==> config.mk <==
export PLATFORM = sky130hd
export DESIGN_NAME = multi_cycle_ctrl
export DESIGN_NICKNAME = d
export VERILOG_FILES = /design/src/rtl/ctrl_pkg.sv /design/src/rtl/ctrl_decode.sv /design/src/rtl/multi_cycle_ctrl.sv
export SDC_FILE = /design/constraint.sdc
export NUM_CORES = 1
export LEC_CHECK = 0
export ABC_CLOCK_PERIOD_IN_PS = 3400
export CAP_MARGIN = 25
export CELL_PAD_IN_SITES_DETAIL_PLACEMENT = 1
export CELL_PAD_IN_SITES_GLOBAL_PLACEMENT = 2
export CORE_MARGIN = 8
export CORE_UTILIZATION = 25
export DETAILED_ROUTE_END_ITERATION = 16
export PLACE_DENSITY = 0.76
export SYNTH_ARGS = -nofsm -noshare
export SYNTH_HDL_FRONTEND = slang
export SYNTH_SLANG_ARGS = --single-unit
==> constraint.sdc <==
create_clock -name clk -period 3.4 [get_ports clk]
set_clock_uncertainty 0.1 [all_clocks]
set_input_delay 1.02 -clock clk [delete_from_list [all_inputs] [get_ports clk]]
set_output_delay 1.02 -clock clk [all_outputs]
set_load 0.02 [all_outputs]
==> src/rtl/ctrl_pkg.sv <==
// Shared types and encodings for the multi-cycle MIPS controller:
// FSM states, opcode/funct values, datapath select codes, instruction classes.
package ctrl_pkg;

  typedef enum logic [3:0] {
    S_IDLE,
    S_FETCH,
    S_DECODE,
    S_EXE_R,
    S_EXE_I,
    S_MEM_ADDR,
    S_MEM_RD,
    S_MEM_WR,
    S_WB_R,
    S_WB_I,
    S_WB_LD,
    S_BRANCH,
    S_JUMP
  } state_e;

  typedef enum logic [3:0] {
    C_ADDU,
    C_SUBU,
    C_SLL,
    C_JR,
    C_ORI,
    C_LUI,
    C_LW,
    C_SW,
    C_BEQ,
    C_J,
    C_JAL,
    C_ILL
  } cls_e;

  localparam logic [5:0] OP_RTYPE = 6'b000000;
  localparam logic [5:0] OP_ORI   = 6'b001101;
  localparam logic [5:0] OP_LUI   = 6'b001111;
  localparam logic [5:0] OP_LW    = 6'b100011;
  localparam logic [5:0] OP_SW    = 6'b101011;
  localparam logic [5:0] OP_BEQ   = 6'b000100;
  localparam logic [5:0] OP_J     = 6'b000010;
  localparam logic [5:0] OP_JAL   = 6'b000011;

  localparam logic [5:0] FN_ADDU  = 6'b100001;
  localparam logic [5:0] FN_SUBU  = 6'b100011;
  localparam logic [5:0] FN_SLL   = 6'b000000;
  localparam logic [5:0] FN_JR    = 6'b001000;

  localparam logic [3:0] ALU_ADD  = 4'b0000;
  localparam logic [3:0] ALU_SUB  = 4'b0001;
  localparam logic [3:0] ALU_OR   = 4'b0010;
  localparam logic [3:0] ALU_SLL  = 4'b0011;
  localparam logic [3:0] ALU_LUI  = 4'b0100;

  localparam logic [1:0] RD_RT    = 2'b00;
  localparam logic [1:0] RD_RD    = 2'b01;
  localparam logic [1:0] RD_RA    = 2'b10;

  localparam logic [1:0] M2R_ALU  = 2'b00;
  localparam logic [1:0] M2R_MEM  = 2'b01;
  localparam logic [1:0] M2R_PC4  = 2'b10;

  localparam logic [1:0] EXT_ZERO = 2'b00;
  localparam logic [1:0] EXT_SIGN = 2'b01;
  localparam logic [1:0] EXT_LUI  = 2'b10;

  localparam logic [1:0] JMP_SEQ  = 2'b00;
  localparam logic [1:0] JMP_TGT  = 2'b01;
  localparam logic [1:0] JMP_REG  = 2'b10;

  localparam logic [1:0] BR_NONE  = 2'b00;
  localparam logic [1:0] BR_ZERO  = 2'b01;

endpackage

==> src/rtl/ctrl_decode.sv <==
// Combinational op/funct classifier.
// Ports: op, funct in; cls (instruction class), illegal out.
module ctrl_decode
  import ctrl_pkg::*;
(
  input  logic [5:0] op,
  input  logic [5:0] funct,
  output cls_e       cls,
  output logic       illegal
);

  always_comb begin
    cls = C_ILL;
    unique case (op)
      OP_RTYPE: begin
        unique case (funct)
          FN_ADDU: cls = C_ADDU;
          FN_SUBU: cls = C_SUBU;
          FN_SLL:  cls = C_SLL;
          FN_JR:   cls = C_JR;
          default: cls = C_ILL;
        endcase
      end
      OP_ORI:  cls = C_ORI;
      OP_LUI:  cls = C_LUI;
      OP_LW:   cls = C_LW;
      OP_SW:   cls = C_SW;
      OP_BEQ:  cls = C_BEQ;
      OP_J:    cls = C_J;
      OP_JAL:  cls = C_JAL;
      default: cls = C_ILL;
    endcase
    illegal = (cls == C_ILL);
  end

endmodule

==> src/rtl/multi_cycle_ctrl.sv <==
// Multi-cycle MIPS control FSM: drives all datapath selects from op/funct/zero,
// handshakes memory phases, pulses retire/illegal, counts retired instructions.
module multi_cycle_ctrl
  import ctrl_pkg::*;
#(
  parameter int CNT_W = 32
) (
  input  logic             clk,
  input  logic             reset,
  input  logic [5:0]       op,
  input  logic [5:0]       funct,
  input  logic             zero,
  input  logic             mem_ready,
  output logic             PCWrite,
  output logic             IRWrite,
  output logic             RegWrite,
  output logic             MemWrite,
  output logic             mem_req,
  output logic [1:0]       RegDst,
  output logic [1:0]       MemtoReg,
  output logic [3:0]       ALUOp,
  output logic             ALUSrc,
  output logic [1:0]       ExtOp,
  output logic [1:0]       Jump,
  output logic [1:0]       Branch_sel,
  output logic             retire,
  output logic             illegal,
  output logic [CNT_W-1:0] instr_cnt
);

  state_e           state_q, state_d;
  cls_e             cls_q, cls_d;
  cls_e             dec_cls;
  logic             dec_ill;
  logic [CNT_W-1:0] cnt_q, cnt_d;

  ctrl_decode u_dec (
    .op      (op),
    .funct   (funct),
    .cls     (dec_cls),
    .illegal (dec_ill)
  );

  always_ff @(posedge clk or negedge reset) begin
    if (!reset) begin
      state_q <= S_IDLE;
      cls_q   <= C_ILL;
      cnt_q   <= '0;
    end else begin
      state_q <= state_d;
      cls_q   <= cls_d;
      cnt_q   <= cnt_d;
    end
  end

  always_comb begin
    state_d    = state_q;
    cls_d      = cls_q;
    PCWrite    = 1'b0;
    IRWrite    = 1'b0;
    RegWrite   = 1'b0;
    MemWrite   = 1'b0;
    mem_req    = 1'b0;
    RegDst     = RD_RT;
    MemtoReg   = M2R_ALU;
    ALUOp      = ALU_ADD;
    ALUSrc     = 1'b0;
    ExtOp      = EXT_ZERO;
    Jump       = JMP_SEQ;
    Branch_sel = BR_NONE;
    retire     = 1'b0;
    illegal    = 1'b0;
    unique case (state_q)
      S_IDLE: state_d = S_FETCH;
      S_FETCH: begin
        IRWrite = 1'b1;
        PCWrite = 1'b1;
        state_d = S_DECODE;
      end
      S_DECODE: begin
        // Only cycle that looks at live op/funct.
        cls_d   = dec_cls;
        illegal = dec_ill;
        unique case (dec_cls)
          C_ADDU, C_SUBU, C_SLL: state_d = S_EXE_R;
          C_ORI, C_LUI:          state_d = S_EXE_I;
          C_LW, C_SW:            state_d = S_MEM_ADDR;
          C_BEQ:                 state_d = S_BRANCH;
          C_J, C_JAL, C_JR:      state_d = S_JUMP;
          default:               state_d = S_FETCH;
        endcase
      end
      S_EXE_R, S_WB_R: begin
        ALUOp = (cls_q == C_SUBU) ? ALU_SUB :
                (cls_q == C_SLL)  ? ALU_SLL : ALU_ADD;
        if (state_q == S_WB_R) begin
          RegDst   = RD_RD;
          RegWrite = 1'b1;
          retire   = 1'b1;
          state_d  = S_FETCH;
        end else begin
          state_d  = S_WB_R;
        end
      end
      S_EXE_I, S_WB_I: begin
        ALUSrc = 1'b1;
        ExtOp  = (cls_q == C_LUI) ? EXT_LUI : EXT_ZERO;
        ALUOp  = (cls_q == C_LUI) ? ALU_LUI : ALU_OR;
        if (state_q == S_WB_I) begin
          RegWrite = 1'b1;
          retire   = 1'b1;
          state_d  = S_FETCH;
        end else begin
          state_d  = S_WB_I;
        end
      end
      S_MEM_ADDR, S_MEM_RD, S_MEM_WR: begin
        ALUSrc = 1'b1;
        ExtOp  = EXT_SIGN;
        ALUOp  = ALU_ADD;
        if (state_q == S_MEM_ADDR) begin
          state_d = (cls_q == C_SW) ? S_MEM_WR : S_MEM_RD;
        end else begin
          mem_req  = 1'b1;
          MemWrite = (state_q == S_MEM_WR);
          if (mem_ready) begin
            retire  = (state_q == S_MEM_WR);
            state_d = (state_q == S_MEM_WR) ? S_FETCH : S_WB_LD;
          end
        end
      end
      S_WB_LD: begin
        MemtoReg = M2R_MEM;
        RegWrite = 1'b1;
        retire   = 1'b1;
        state_d  = S_FETCH;
      end
      S_BRANCH: begin
        ALUOp      = ALU_SUB;
        ExtOp      = EXT_SIGN;
        Branch_sel = BR_ZERO;
        PCWrite    = zero;
        retire     = 1'b1;
        state_d    = S_FETCH;
      end
      S_JUMP: begin
        PCWrite = 1'b1;
        Jump    = (cls_q == C_JR) ? JMP_REG : JMP_TGT;
        if (cls_q == C_JAL) begin
          RegDst   = RD_RA;
          MemtoReg = M2R_PC4;
          RegWrite = 1'b1;
        end
        retire  = 1'b1;
        state_d = S_FETCH;
      end
      default: state_d = S_IDLE;
    endcase
    cnt_d = retire ? cnt_q + CNT_W'(1) : cnt_q;
  end

  assign instr_cnt = cnt_q;

endmodule

* After elaboration in Yosys (flattened, before gate mapping)
Memories as Yosys holds them, arrays and structs flattened. Index checks and enable logic that the tools add are counted.
Storage, ports and cells: register bits after elaboration 40, latch bits 0, bits in writable memories 0, bits in read-only memories 64, bits of input ports 16, memories 1
Operators by class: add/subtract/negate cells 1, multiply operators 0, divide/modulo/power cells 0, magnitude comparators 0, eq/ne operators 30, shift operators 0, muxes and demuxes 37, bitwise gates (word level) 0, reduce and logical (&&, ||, !) cells 11
Memory list:
- (no name shown) | words 16, bits a word 4, rd ports 1, clocked after Yosys merged registers in 0, wr ports 0, RTL line multi_cycle_ctrl.sv:84 | unique case (dec_cls)
Operators with widths (count):
- adder 32 x 1 -> 32 bit (second input constant) | 1
- case mux 4 bit (8 select lines) | 1
- == test 4 bit (second input constant) | 7
- == test 4 x 3 -> 1 bit (second input constant) | 6
- == test 6 bit (second input constant) | 4
- case mux 4 bit (6 select lines) | 1
- two-way mux 4 bit | 5
- == test 6 x 4 -> 1 bit (second input constant) | 3
- == test 4 x 2 -> 1 bit (second input constant) | 4
- case mux 4 bit (4 select lines) | 1
- two-way mux 1 bit | 15
- == test 6 x 2 -> 1 bit (second input constant) | 2
- zero test 6 bit | 2
- two-way mux 2 bit | 6
- case mux 2 bit (2 select lines) | 3
- case mux 3 bit (3 select lines) | 1
- == test 4 x 1 -> 1 bit (second input constant) | 2
- case mux 1 bit (4 select lines) | 2
- OR reduction 4 bit | 2
- == test 6 x 3 -> 1 bit (second input constant) | 1
- OR reduction 2 bit | 3
- OR reduction 3 bit | 2
- OR reduction 5 bit | 1
- zero test 4 bit | 1
- other kinds (3) | 3

* Longest topological paths before layout
Gate-level depths: netlist of the first run.
depth after elaboration 5, mapped depth 9

* Cells and area by module
From an unflattened synthesis of the first run, not the netlist that was laid out.
Unflattened totals: cells, all modules 284, area total of the unflattened synthesis 2671.3 um2
By module, submodules not included:
- multi_cycle_ctrl | times used 1, cells each 249, area each 2436.1 um2, seq. area each 1004.7 um2
- ctrl_decode | times used 1, cells each 35, area each 235.2 um2, seq. area each 0.0 um2

* Worst setup path before layout of the first run
No wires, ideal clock.
kind input port to output port, start point in op[3], end point out illegal, arrival time 2661 ps, slack -381 ps, cell stages on the path 7, buffers on the path 0, path through or4_1 a2111oi_0 a211oi_1 inv_1 ha_1 nand2_1 nor2_1
Between the ends: cells in the longest elaborated chain, start to end 4
Ends and longest elaborated chain:
- from (decl) | RTL line multi_cycle_ctrl.sv:10 | input logic [5:0] op,
- == test 6 x 2 -> 1 bit, or another cell as far along | RTL line ctrl_decode.sv:14 | unique case (op)
- case mux 4 bit (8 select lines) (*) | RTL line ctrl_decode.sv:14
- net dec_cls[0] | RTL line multi_cycle_ctrl.sv:33 | cls_e dec_cls;
- == test 4 bit (*) | RTL line ctrl_decode.sv:33 | illegal = (cls == C_ILL);
- two-way mux 1 bit (*) | RTL line multi_cycle_ctrl.sv:73 | unique case (state_q)
- to (decl) | RTL line multi_cycle_ctrl.sv:27 | output logic illegal,
The timed path passes the listed nets; every way through them passes the cells marked *.

* Worst setup path in the final report of the first run
Same ends and word-level chain as after synthesis.

==> results.json, run 1 <==
{
  "outcome": "complete, but fails checks",
  "violations": "setup timing",
  "drc": 0,
  "clock_path_buffers": 2,
  "layout.nets": 388,
  "fp.dieW_um": 113,
  "cts_tree": "done",
  "start_util_pct": 25.7,
  "synth_warnings": 0,
  "synth-edff-count": 0,
  "setup_viol": 1,
  "reg2reg_depth": 7,
  "cts_sinks": 40,
  "cap_violations": 0,
  "fin_crit_sh_pct": 108,
  "cp-start-kind": "input pin",
  "drive_gt1_share_pct": 30.1,
  "multi_input_area_um2": 1510,
  "clk_pin_slew_ns": 0.08,
  "vias": 2323,
  "num_antenna_cells": 0,
  "drt-pass1-iter-count": 4,
  "drt_iter0_markers": 85,
  "drv_slew": 0,
  "synth_area_leaders": "dfrtp_1, xnor2_1, nand2_1",
  "fin_crit_ns": 3.66,
  "gp_congestion": 0.796,
  "coreArea_um2": 9240,
  "ys_seq_area_share_pct": 42.4,
  "antenna_found_initial": 0,
  "cts_buffers": 5,
  "ir_worst_vdd_mv": 0.157,
  "place_hpwl_um": 5710,
  "num_rows": 35,
  "synth_cell_types": 53,
  "wl_um": 7960,
  "async_flop_share_pct": 100,
  "overflow": 0,
  "fin_area_um2": 3860,
  "cp-end-kind": "output port",
  "root_buffer": "clkbuf_8",
  "netlist_area_um2": 2370,
  "avgRoutedWirePerCell_um": 16.0,
  "grt_pass1_vias": 2559,
  "clk_latency_ns": 0.30,
  "power_w": 0.00180,
  "place_area_um2": 3410,
  "crit_fanout": 2,
  "synth_flop_cell": "dfrtp_1",
  "synth_top_cell_by_area": "dfrtp_1",
  "syn_inst": 254,
  "rsz0062_at_grt": "true",
  "fillers": 1063,
  "grt_max_degree": 41,
  "min_delay_path_depth": 1,
  "arrival_ns": 2.54,
  "boundaryPins": 70,
  "seq_area_um2": 1000,
  "worst_slack_ns": -0.265,
  "fin_hold_ws_ns": 0.393,
  "hold_path_class": "flip-flop to flip-flop",
  "portBuffers": 67,
  "die_y_um": 113,
  "dieArea_um2": 12900,
  "worst_ep_required_time_ns": 2.28,
  "synth_most_common_cell": "dfrtp_1",
  "drt.antenna.violating_nets": 0,
  "grt_usage_pct": 12.2,
  "maxClockFrequency_mhz": 273,
  "yosys_register_bits": 40,
  "htree_num_levels": 2,
  "crit_type": "input pin to output port",
  "ctsHoldBuffers": 0,
  "hold_viol": 0,
  "synth_commonest_cells": "dfrtp_1, nand2_1, xnor2_1, nor2_1",
  "vias_per_cell": 4.66,
  "areaGrowthSynthToFinish_pct": 62.8,
  "avgSynthCellArea_um2": 9.34,
  "power.density_nw_per_um2": 465,
  "p_leak_nw": 1.69,
  "yosysTopAreaCellShare_pct": 39.0,
  "grt_pass1_wl_um": 12800
}
layer usage:
metal	GRT usage, %	vias up	routed length [um]
met5	0	-	0
met4	3.55	0	82
met3	3.01	7	330
met2	22.7	46	4220
met1	13.4	1145	3330
li1	-	1125	-
state kept, by name, indices dropped and copies added, names as in the netlist:
signal,cells
instr_cnt,32
cls_q,4
state_q,4
metrics by stage:
step | setup WS [ns] | instances | TNS (ns) | utilization, %
final | -0.265 | 498 | -0.265 | 41.8
after global routing | -0.318 | 498 | -0.323 | 41.8
after CTS | -0.347 | 499 | -0.564 | 40.4
after detailed placement | -1.12 | 469 | -1.20 | 36.9
after global placement | -1.07 | 469 | -1.15 | 36.9
after floorplan | -0.0588 | 255 | -0.0588 | -
final timing paths:
check                              startpoint             to  slack [ns]
worst max-delay path                    op[3]        illegal       -0.26
worst min-delay path            instr_cnt[27]  instr_cnt[27]        0.39
worst max register to register     state_q[0]  instr_cnt[28]        1.08
worst min register to register  instr_cnt[27]  instr_cnt[27]        0.39
max in group asynchronous               reset       cls_q[1]        2.22
min in group asynchronous               reset  instr_cnt[24]        0.47
critical path: stages:
cell       delay [ns]
buf_6            0.09
or4_4            0.55
buf_6            0.14
a21oi_4          0.14
a2111oi_4        0.06
inv_2            0.10
ha_4             0.16
nand2_4          0.05
nor2_4           0.11
buf_6            0.12
power by group:
group / total [W] / switching, W / internal, W
Sequential: 0.000649 / 0.0000950 / 0.000554
Clock: 0.000323 / 0.000180 / 0.000143
Combinational: 0.000823 / 0.000443 / 0.000380
Total: 0.00180 / 0.000718 / 0.00108
timing repair:
item	4_1_cts	5_1_grt
cloned	0	0
gates resized for setup	51	50
hold endpoints to repair	0	0
pin swaps	15	14
setup endpoints to repair	3	10
buffers inserted	22	3
final cells by class:
class / instances / share of cell area (%)
inverters: 9 / 0.875
repair buffers: 117 / 27.5
well taps: 129 / 4.18
clock buffers: 5 / 1.78
clock inverters: 3 / 0.486
multi-input cells: 195 / 39.2
flip-flops and latches: 40 / 26.0
placed cells by master (no fill, tap or decap), drive strengths merged, types with 9 or more instances in the layout:
| cell type | n |
|---|---|
| buf | 57 |
| clkbuf | 11 |
| clkdlybuf4s50 | 49 |
| dfrtp | 37 |
| inv | 9 |
| nand2 | 24 |
| nand3 | 12 |
| nand4 | 10 |
| nor2 | 18 |
| nor3 | 12 |
| o21ai | 12 |
| xnor2 | 23 |
| xor2 | 10 |
kinds of logic after synthesis:
group | Yosys count | share of synthesized area [%]
buf+inv | 20 | 3.69
mux | 5 | 2.16
simple gates | 113 | 26.5
fa+ha+maj | 4 | 2.11
other cells | 1 | 0.158
xor+xnor | 33 | 12.2
compound gates | 38 | 10.9
flops | 40 | 42.4
No activity file was read; power rests on OpenSTA's default activity.
==> run 2, diff against run 1 <==
--- a/config.mk
+++ b/config.mk
@@ -5,14 +5,15 @@
 export SDC_FILE = /design/constraint.sdc
 export NUM_CORES = 1
 export LEC_CHECK = 0
-export ABC_CLOCK_PERIOD_IN_PS = 3400
+export ABC_CLOCK_PERIOD_IN_PS = 4100
 export CAP_MARGIN = 25
 export CELL_PAD_IN_SITES_DETAIL_PLACEMENT = 1
 export CELL_PAD_IN_SITES_GLOBAL_PLACEMENT = 2
 export CORE_MARGIN = 8
-export CORE_UTILIZATION = 25
+export CORE_UTILIZATION = 28
 export DETAILED_ROUTE_END_ITERATION = 16
-export PLACE_DENSITY = 0.76
+export PLACE_DENSITY = 0.81
+export SKIP_LAST_GASP = 1
 export SYNTH_ARGS = -nofsm -noshare
 export SYNTH_HDL_FRONTEND = slang
 export SYNTH_SLANG_ARGS = --single-unit
==> constraint.sdc (replaced) <==
create_clock -name clk -period 4.1 [get_ports clk]
set_clock_uncertainty 0.1 [all_clocks]
set_input_delay 1.23 -clock clk [delete_from_list [all_inputs] [get_ports clk]]
set_output_delay 1.23 -clock clk [all_outputs]
set_load 0.02 [all_outputs]
==> run 2 against run 1 <==
The flow still finishes with violations (setup timing). Cell area is 4.8% lower. Highest routed layer unchanged. Critical path depth is 3 lower. Sequential share of layout area is 1.3 points higher. Cell count is 7.0% lower. Non-clock buffer count is 11 lower. Via count is 3.4% lower. Power is 16% lower. Clock-buffer cell count is 1 higher.
==> results.json, run 2 (synthesis results as in run 1) <==
{
  "outcome": "complete, but fails checks",
  "violations": "setup timing",
  "min_delay_path_depth": 1,
  "ctsHoldBuffers": 0,
  "hold_path_class": "flip-flop to flip-flop",
  "start_util_pct": 28.9,
  "fin_hold_ws_ns": 0.375,
  "drv_slew": 0,
  "crit_chain": "dlygate4sd2_1, buf_4, or4_1, a211o_1, nand2_4, nor2_4, buf_6",
  "avgRoutedWirePerCell_um": 16.1,
  "crit_type": "input pin to output port",
  "fp.dieW_um": 108,
  "drt_iter0_markers": 79,
  "drive_gt1_share_pct": 23.7,
  "num_rows": 33,
  "gp_congestion": 0.747,
  "cap_violations": 0,
  "power.density_nw_per_um2": 408,
  "crit_slowest_cell": "or4_1",
  "grt_pass1_wl_um": 12600,
  "p_leak_nw": 1.56,
  "grt_max_degree": 41,
  "cp-end-kind": "output port",
  "crit_fanout": 6,
  "overflow": 0,
  "num_antenna_cells": 0,
  "grt_pass1_vias": 2530,
  "maxClockFrequency_mhz": 243,
  "clk_latency_ns": 0.29,
  "reg2reg_depth": 6,
  "grt_usage_pct": 13.3,
  "coreArea_um2": 8220,
  "fin_crit_ns": 4.11,
  "cts_tree": "done",
  "antenna_found_initial": 0,
  "tightest_slew_ns": 0.875,
  "drc": 0,
  "vias_per_cell": 4.84,
  "final_common_cell": "clkdlybuf4s50_1",
  "place_area_um2": 3310,
  "fin_area_um2": 3680,
  "portBuffers": 67,
  "rsz0062_at_grt": "true",
  "clock_path_buffers": 2,
  "die_y_um": 108,
  "root_buffer": "clkbuf_8",
  "hold_viol": 0,
  "htree_num_levels": 2,
  "ir_worst_vdd_mv": 0.170,
  "place_hpwl_um": 5620,
  "cts_sinks": 40,
  "setup_viol": 1,
  "cpPeakStageDelay_ns": 0.53,
  "wl_um": 7460,
  "clk_pin_slew_ns": 0.08,
  "areaGrowthSynthToFinish_pct": 55.0,
  "largest_reg_flops": 32,
  "fin_crit_sh_pct": 100,
  "cts_buffers": 5,
  "boundaryPins": 70,
  "layout.nets": 377,
  "power_w": 0.00150,
  "drt.antenna.violating_nets": 0,
  "vias": 2243,
  "cp-start-kind": "input pin",
  "arrival_ns": 2.78,
  "worst_ep_required_time_ns": 2.77,
  "fin_util_pct": 44.8,
  "worst_slack_ns": -0.00782,
  "layout_common_cells": "clkdlybuf4s50_1, dfrtp_1, buf_4",
  "dieArea_um2": 11700,
  "drt-pass1-iter-count": 4,
  "maxSlewHeadroom_pct": 41.6
}
==> run 2: cell types whose count changed in the layout (fill, tap and decap cells not counted), moves of 3 or more <==
cell             delta
buf_6               -8
buf_4               -4
clkdlybuf4s50_1     +4
dlymetal6s2s_1      -3
==> run 2: metal layers <==
layer	wire length [um]	GRT usage, %
met4	92	3.57
met5	0	0
met3	406	3.15
met1	3120	15.0
met2	3850	24.3
==> run 2: per-stage QoR <==
step           instances  TNS [ns]  setup WS (ns)
2_1_floorplan        255         0        0.00563
5_1_grt              463    -0.180        -0.0743
4_1_cts              461  -0.00766       -0.00766
6_report             463  -0.00782       -0.00782
3_3_place_gp         440    -0.961         -0.961
3_5_place_dp         440     -1.04          -1.04
==> run 2: repair_timing <==
action                                  4_1_cts  5_1_grt
pin swaps                                    11       10
buffers inserted                             13        2
gates resized for setup                      57       22
endpoints found under the setup margin        1        4
==> run 2: layout make-up <==
cell class	count	area, um2
clock buffer	6	82.6
clock inverter	2	38.8
fill	959	4540
inverter	9	33.8
multi-input combinational	195	1440
sequential	40	1000
tap	105	131
timing repair buffer	106	948
==> run 2: worst max-delay path, delay by kind of cell <==
| family | cells | cell delay, ns |
|---|---|---|
| AOI/OAI and AO/OA | 1 | 0.32 |
| buffers and inverters | 3 | 0.56 |
| and+or+nand+nor | 3 | 0.66 |
==> run 2: worst paths after layout <==
check | startpoint | endpoint | slack (ns)
setup / recovery | op[0] | illegal | -0.008
hold / removal | instr_cnt[31] | instr_cnt[31] | 0.37
setup reg to reg | state_q[2] | instr_cnt[28] | 1.68
hold reg to reg | instr_cnt[31] | instr_cnt[31] | 0.37
max in group asynchronous | reset | instr_cnt[1] | 2.40
min in group asynchronous | reset | instr_cnt[27] | 0.96
==> run 2: where the power goes <==
group          switching [W]  total (W)  internal (W)
sequential         0.0000920   0.000551      0.000459
clock               0.000138   0.000337      0.000199
combinational       0.000329   0.000612      0.000283
==> run 3, diff against run 2 <==
--- a/config.mk
+++ b/config.mk
@@ -14,6 +14,7 @@
 export DETAILED_ROUTE_END_ITERATION = 16
 export PLACE_DENSITY = 0.81
 export SKIP_LAST_GASP = 1
+export SLEW_MARGIN = 20
 export SYNTH_ARGS = -nofsm -noshare
 export SYNTH_HDL_FRONTEND = slang
 export SYNTH_SLANG_ARGS = --single-unit
==> results of run 3 <==
Final layout, timing and power as in run 2 (identical DEF).
